## src/rtl/register_bank_pkg.sv

```systemverilog
// Shared definitions for register_bank: write-op encodings and address width helper.
package register_bank_pkg;

    typedef enum logic [1:0] {
        OP_LOAD = 2'b00,
        OP_SET  = 2'b01,
        OP_CLR  = 2'b10,
        OP_TGL  = 2'b11
    } op_e;

    function automatic int unsigned addr_width(input int unsigned n);
        return (n > 1) ? $clog2(n) : 1;
    endfunction

endpackage

```

## src/rtl/register_bank_channel.sv

```systemverilog
// One register_bank channel: op logic plus active copy, and a shadow copy
// when REGISTER_BANK_SHADOW_EN is defined.
module register_bank_channel
    import register_bank_pkg::*;
#(
    parameter int unsigned      WIDTH = 8,
    parameter logic [WIDTH-1:0] RESET = '0
) (
    input  logic             clock,
    input  logic             reset,
    input  logic             sel,
    input  logic             we,
    input  logic [1:0]       op,
    input  logic [WIDTH-1:0] d,
    input  logic             commit,
    output logic [WIDTH-1:0] active,
    output logic             changed
);
    logic             write;
    logic [WIDTH-1:0] base;
    logic [WIDTH-1:0] wr_val;
    logic [WIDTH-1:0] next_active;

    assign write = sel & we;

    always_comb begin
        wr_val = base;
        unique case (op_e'(op))
            OP_LOAD: wr_val = d;
            OP_SET:  wr_val = base | d;
            OP_CLR:  wr_val = base & ~d;
            OP_TGL:  wr_val = base ^ d;
        endcase
    end

`ifdef REGISTER_BANK_SHADOW_EN
    logic [WIDTH-1:0] shadow;
    logic [WIDTH-1:0] next_shadow;

    // A commit on the write edge forwards the freshly written shadow value.
    assign base        = shadow;
    assign next_shadow = write ? wr_val : shadow;
    assign next_active = commit ? next_shadow : active;

    always_ff @(negedge clock) begin
        if (reset) begin
            shadow <= RESET;
            active <= RESET;
        end else begin
            shadow <= next_shadow;
            active <= next_active;
        end
    end
`else
    logic commit_unused;

    assign commit_unused = commit;
    assign base          = active;
    assign next_active   = write ? wr_val : active;

    always_ff @(negedge clock) begin
        if (reset) active <= RESET;
        else       active <= next_active;
    end
`endif

    assign changed = (next_active != active);

endmodule

```

## src/rtl/register_bank.sv

```systemverilog
// Multi-channel control register bank with load/set/clear/toggle writes.
// REGISTER_BANK_SHADOW_EN selects shadow+commit; otherwise writes go straight to active.
module register_bank
    import register_bank_pkg::*;
#(
    parameter int unsigned      WIDTH    = 8,
    parameter int unsigned      CHANNELS = 4,
    parameter logic [WIDTH-1:0] RESET    = '0
) (
    input  logic                               clock,
    input  logic                               reset,
    input  logic                               we,
    input  logic [1:0]                         op,
    input  logic [addr_width(CHANNELS)-1:0]    addr,
    input  logic [WIDTH-1:0]                   d,
    input  logic                               commit,
    input  logic [addr_width(CHANNELS)-1:0]    rd_addr,
    output logic [WIDTH-1:0]                   rd_data,
    output logic [CHANNELS*WIDTH-1:0]          q,
    output logic                               pending,
    output logic                               updated
);
    localparam int unsigned AW = addr_width(CHANNELS);

    logic [CHANNELS-1:0] sel;
    logic [CHANNELS-1:0] changed;
    logic [WIDTH-1:0]    active [CHANNELS];
    logic [WIDTH-1:0]    rd_next;

    // Out-of-range addresses match no channel: writes drop, reads return zero.
    always_comb begin
        sel     = '0;
        rd_next = '0;
        for (int unsigned i = 0; i < CHANNELS; i++) begin
            if (addr == AW'(i))    sel[i]  = 1'b1;
            if (rd_addr == AW'(i)) rd_next = active[i];
        end
    end

    for (genvar i = 0; i < CHANNELS; i++) begin : g_ch
        register_bank_channel #(
            .WIDTH (WIDTH),
            .RESET (RESET)
        ) u_ch (
            .clock   (clock),
            .reset   (reset),
            .sel     (sel[i]),
            .we      (we),
            .op      (op),
            .d       (d),
            .commit  (commit),
            .active  (active[i]),
            .changed (changed[i])
        );
        assign q[i*WIDTH +: WIDTH] = active[i];
    end

    always_ff @(negedge clock) begin
        if (reset) begin
            rd_data <= RESET;
            updated <= 1'b0;
        end else begin
            rd_data <= rd_next;
            updated <= |changed;
        end
    end

`ifdef REGISTER_BANK_SHADOW_EN
    logic addr_ok;

    assign addr_ok = |sel;

    always_ff @(negedge clock) begin
        if (reset)              pending <= 1'b0;
        else if (commit)        pending <= 1'b0;
        else if (we && addr_ok) pending <= 1'b1;
    end
`else
    assign pending = 1'b0;
`endif

endmodule

```

## config.mk

```make
export PLATFORM = sky130hd
export DESIGN_NAME = register_bank
export DESIGN_NICKNAME = d
export VERILOG_FILES = /design/src/rtl/register_bank_pkg.sv /design/src/rtl/register_bank_channel.sv /design/src/rtl/register_bank.sv
export SDC_FILE = /design/constraint.sdc
export NUM_CORES = 1
export LEC_CHECK = 0
export ABC_AREA = 1
export BUFFER_PORTS_ARGS = -buffer_cell sky130_fd_sc_hd__buf_4
export CELL_PAD_IN_SITES_DETAIL_PLACEMENT = 0
export CELL_PAD_IN_SITES_GLOBAL_PLACEMENT = 2
export CORE_MARGIN = 2
export CORE_UTILIZATION = 34
export DETAILED_ROUTE_END_ITERATION = 12
export PLACE_DENSITY = 0.95
export SKIP_CTS_REPAIR_TIMING = 1
export SLEW_MARGIN = 10
export SYNTH_ARGS = -nofsm -noshare
export SYNTH_HDL_FRONTEND = slang
export SYNTH_HIERARCHICAL = 1
export SYNTH_SLANG_ARGS = --single-unit
```

## constraint.sdc

```tcl
create_clock -name clock -period 3.5 [get_ports clock]
set_input_delay 0.7 -clock clock [delete_from_list [all_inputs] [get_ports clock]]
set_output_delay 0.7 -clock clock [all_outputs]
set_load 0.01 [all_outputs]
```

==> impl_metrics.yaml <==
clock_tree:
  cts_buffers: 5
  cts_tree: "built"
  clkSinkCount: 41
  clock-root-buffer: "clkbuf_16"
  htreeDepth: 2
  clk_path_buf_depth: 2
  insertion_delay_ns: 0.38
  clk_pin_slew_ns: 0.03
drt:
  firstDrtPassIters: 4
  via_per_inst: 4.86
  postRouteWirelength_um: 17100
  vias: 5792
  avgRoutedWirePerCell_um: 14.3
  drtAntennaViolNets: 0
  drtIter0Drc: 302
  drc_errors: 0
setup_path:
  critPathKind: "input port to flip-flop"
  start_kind: "input port"
  cp_max_fo: 8
  arrival_ns: 2.03
  end_kind: "flip-flop"
  required_ns: 1.99
global_route:
  grt_usage: 0.208
  grt_max_degree: 29
  antenna_found_initial: 0
  overflow: 0
  grt_pass1_vias: 5341
  grt_pass1_wl_um: 26200
floorplanning:
  die_w_um: 125
  start_util: 0.344
  die_area_mm2: 0.0155
  rows: 44
  io_pins: 60
  design.core.area_mm2: 0.0144
  fp.dieH_um: 125
final_layout:
  area_growth_pct: 46.1
  fillerInstances: 1504
  diodes: 0
  drive_gt1_frac: 0.353
  seqCellArea_um2: 832
  utilization: 0.503
  nNetsFinal: 1089
  multiInputGateArea_mm2: 0.00376
logic_synthesis:
  synthTopCellsByCount: "198 x nand2_1, 117 x nor2_1, 112 x nand3_1, 98 x inv_1, 64 x ha_1"
  netlist_area_mm2: 0.00494
  ys_seq_area_frac: 0.166
  netlist.top_cell.by_area: "dfxtp_1"
  netlist.area_leader.share: 0.166
  ys.warnings.count: 6
  async_flop_share: 0
  synth_cell_types: 24
  syn_inst: 805
  synth_area_leaders: "dfxtp_1 17%, ha_1 16%, nand2_1 15%"
  syn_nets: 887
  synth_area_per_cell_um2: 6.14
  synth_top_flop_cell: "dfxtp_1"
  synth_edf_count: 0
  synth_seq_cells: 41
  yosysMostFrequentCell: "nand2_1"
sta:
  setup_viol_count_final: 1
  finClkSkew_ns: 0.0131
  timing_hold_violations_final: 0
  tns_ns: -0.0368
  drv_slew: 0
  rsz0062_at_grt: "yes"
  worst_slack_ns: -0.0368
power:
  p_leak_uw: 0.00374
  comb_power_share: 0.339
  ir_drop_v: 0.000167
  p_sw_uw: 722
  power_uw: 1820
  powerDensity_mw_per_mm2: 252
  switching_share: 0.396
  seq_power_share: 0.283
  intPower_uw: 1100
  power_frac_clock: 0.378
outcome:
  violations: "setup timing"
  outcome: "finished with violations"
placement:
  dp_slack_ns: -0.623
  port_buffers: 57
  place.detailed.hpwl_um: 12300
  gp_congestion: 0.873
min_path:
  hold_path_class: "flip-flop to flip-flop"
job:
  cap_violations: 0
## layout by cell type, fill, tap and decap left out, types with 8 or more instances in the layout
cell type,n
nand3_2,41
nor2_1,101
dfxtp_1,32
buf_4,162
buf_6,9
buf_12,8
nand2_1,189
nand4_1,16
inv_1,108
nor2_4,8
dfxtp_2,9
ha_1,58
nor2_2,29
a21oi_2,11
a21oi_1,48
inv_2,30
o21ai_0,8
nand3_1,83
## critical path, stage by stage
cell and delay (ns):
buf_8 0.13, inv_2 0.06, ha_1 0.29, nand3_2 0.09, nand3_2 0.07, nand3_1 0.09
nand2_1 0.06, nor2_2 0.11, nand2_2 0.07, nor2_1 0.09, nand2_1 0.10, nor2_2 0.11
a21oi_1 0.06
## cell families (layout without fill, tap and decap cells)
| logic type | Yosys count | after routing | synth area share |
|---|---|---|---|
| simple gates | 488 | 489 | 0.454 |
| buf+inv | 142 | 344 | 0.148 |
| compound gates | 69 | 69 | 0.0698 |
| fa+ha+maj | 64 | 64 | 0.162 |
| flops | 41 | 41 | 0.166 |
| other cells | 1 | 1 | 0.000758 |
## power by group through the flow
stage	clock network, uW	logic [uW]	registers (uW)
floorplan	81.1	316	523
global placement	81.1	527	521
detailed placement	81.1	531	521
CTS	730	534	514
global route	774	681	516
finish	689	617	515
## registers in the layout, indices dropped and copies added (netlist names)
signal,cells
updated,1
rd_data,8
g_ch.u_ch/active,32
## final timing paths
| path | from | endpoint | slack [ns] | cells after the start |
|---|---|---|---|---|
| hold / removal | g_ch[3].u_ch/active[1] | g_ch[3].u_ch/active[1] | 0.52 | 2 |
| setup reg to reg | g_ch[3].u_ch/active[0] | updated | 1.63 | 12 |
| hold reg to reg | g_ch[3].u_ch/active[1] | g_ch[3].u_ch/active[1] | 0.52 | 2 |
| setup / recovery | d[0] | updated | -0.04 | 13 |
## area by class of cell
class / count / area share
multi-input combinational: 623 / 0.520
tap: 184 / 0.0319
timing repair buffer: 190 / 0.234
inverter: 105 / 0.0577
clock inverter: 44 / 0.0241
clock buffer: 5 / 0.0173
sequential: 41 / 0.115
## per-stage QoR
stage | hold WS (ns) | instances | cell area [um2]
2_1_floorplan | 0.535 | 805 | 5060
3_3_place_gp | 0.535 | 1129 | 6280
3_5_place_dp | 0.543 | 1129 | 6280
4_1_cts | 0.550 | 1173 | 6560
5_1_grt | 0.544 | 1192 | 7220
6_report | 0.517 | 1192 | 7220
## routing by layer
| metal | wire length (um) | GRT usage | vias to the layer above |
|---|---|---|---|
| met5 | 0 | 0 | - |
| met4 | 254 | 0.0654 | 0 |
| met3 | 753 | 0.0464 | 21 |
| met2 | 8040 | 0.338 | 128 |
| met1 | 8030 | 0.274 | 2662 |
| li1 | - | - | 2981 |
Power figures use the tool's default switching activity.
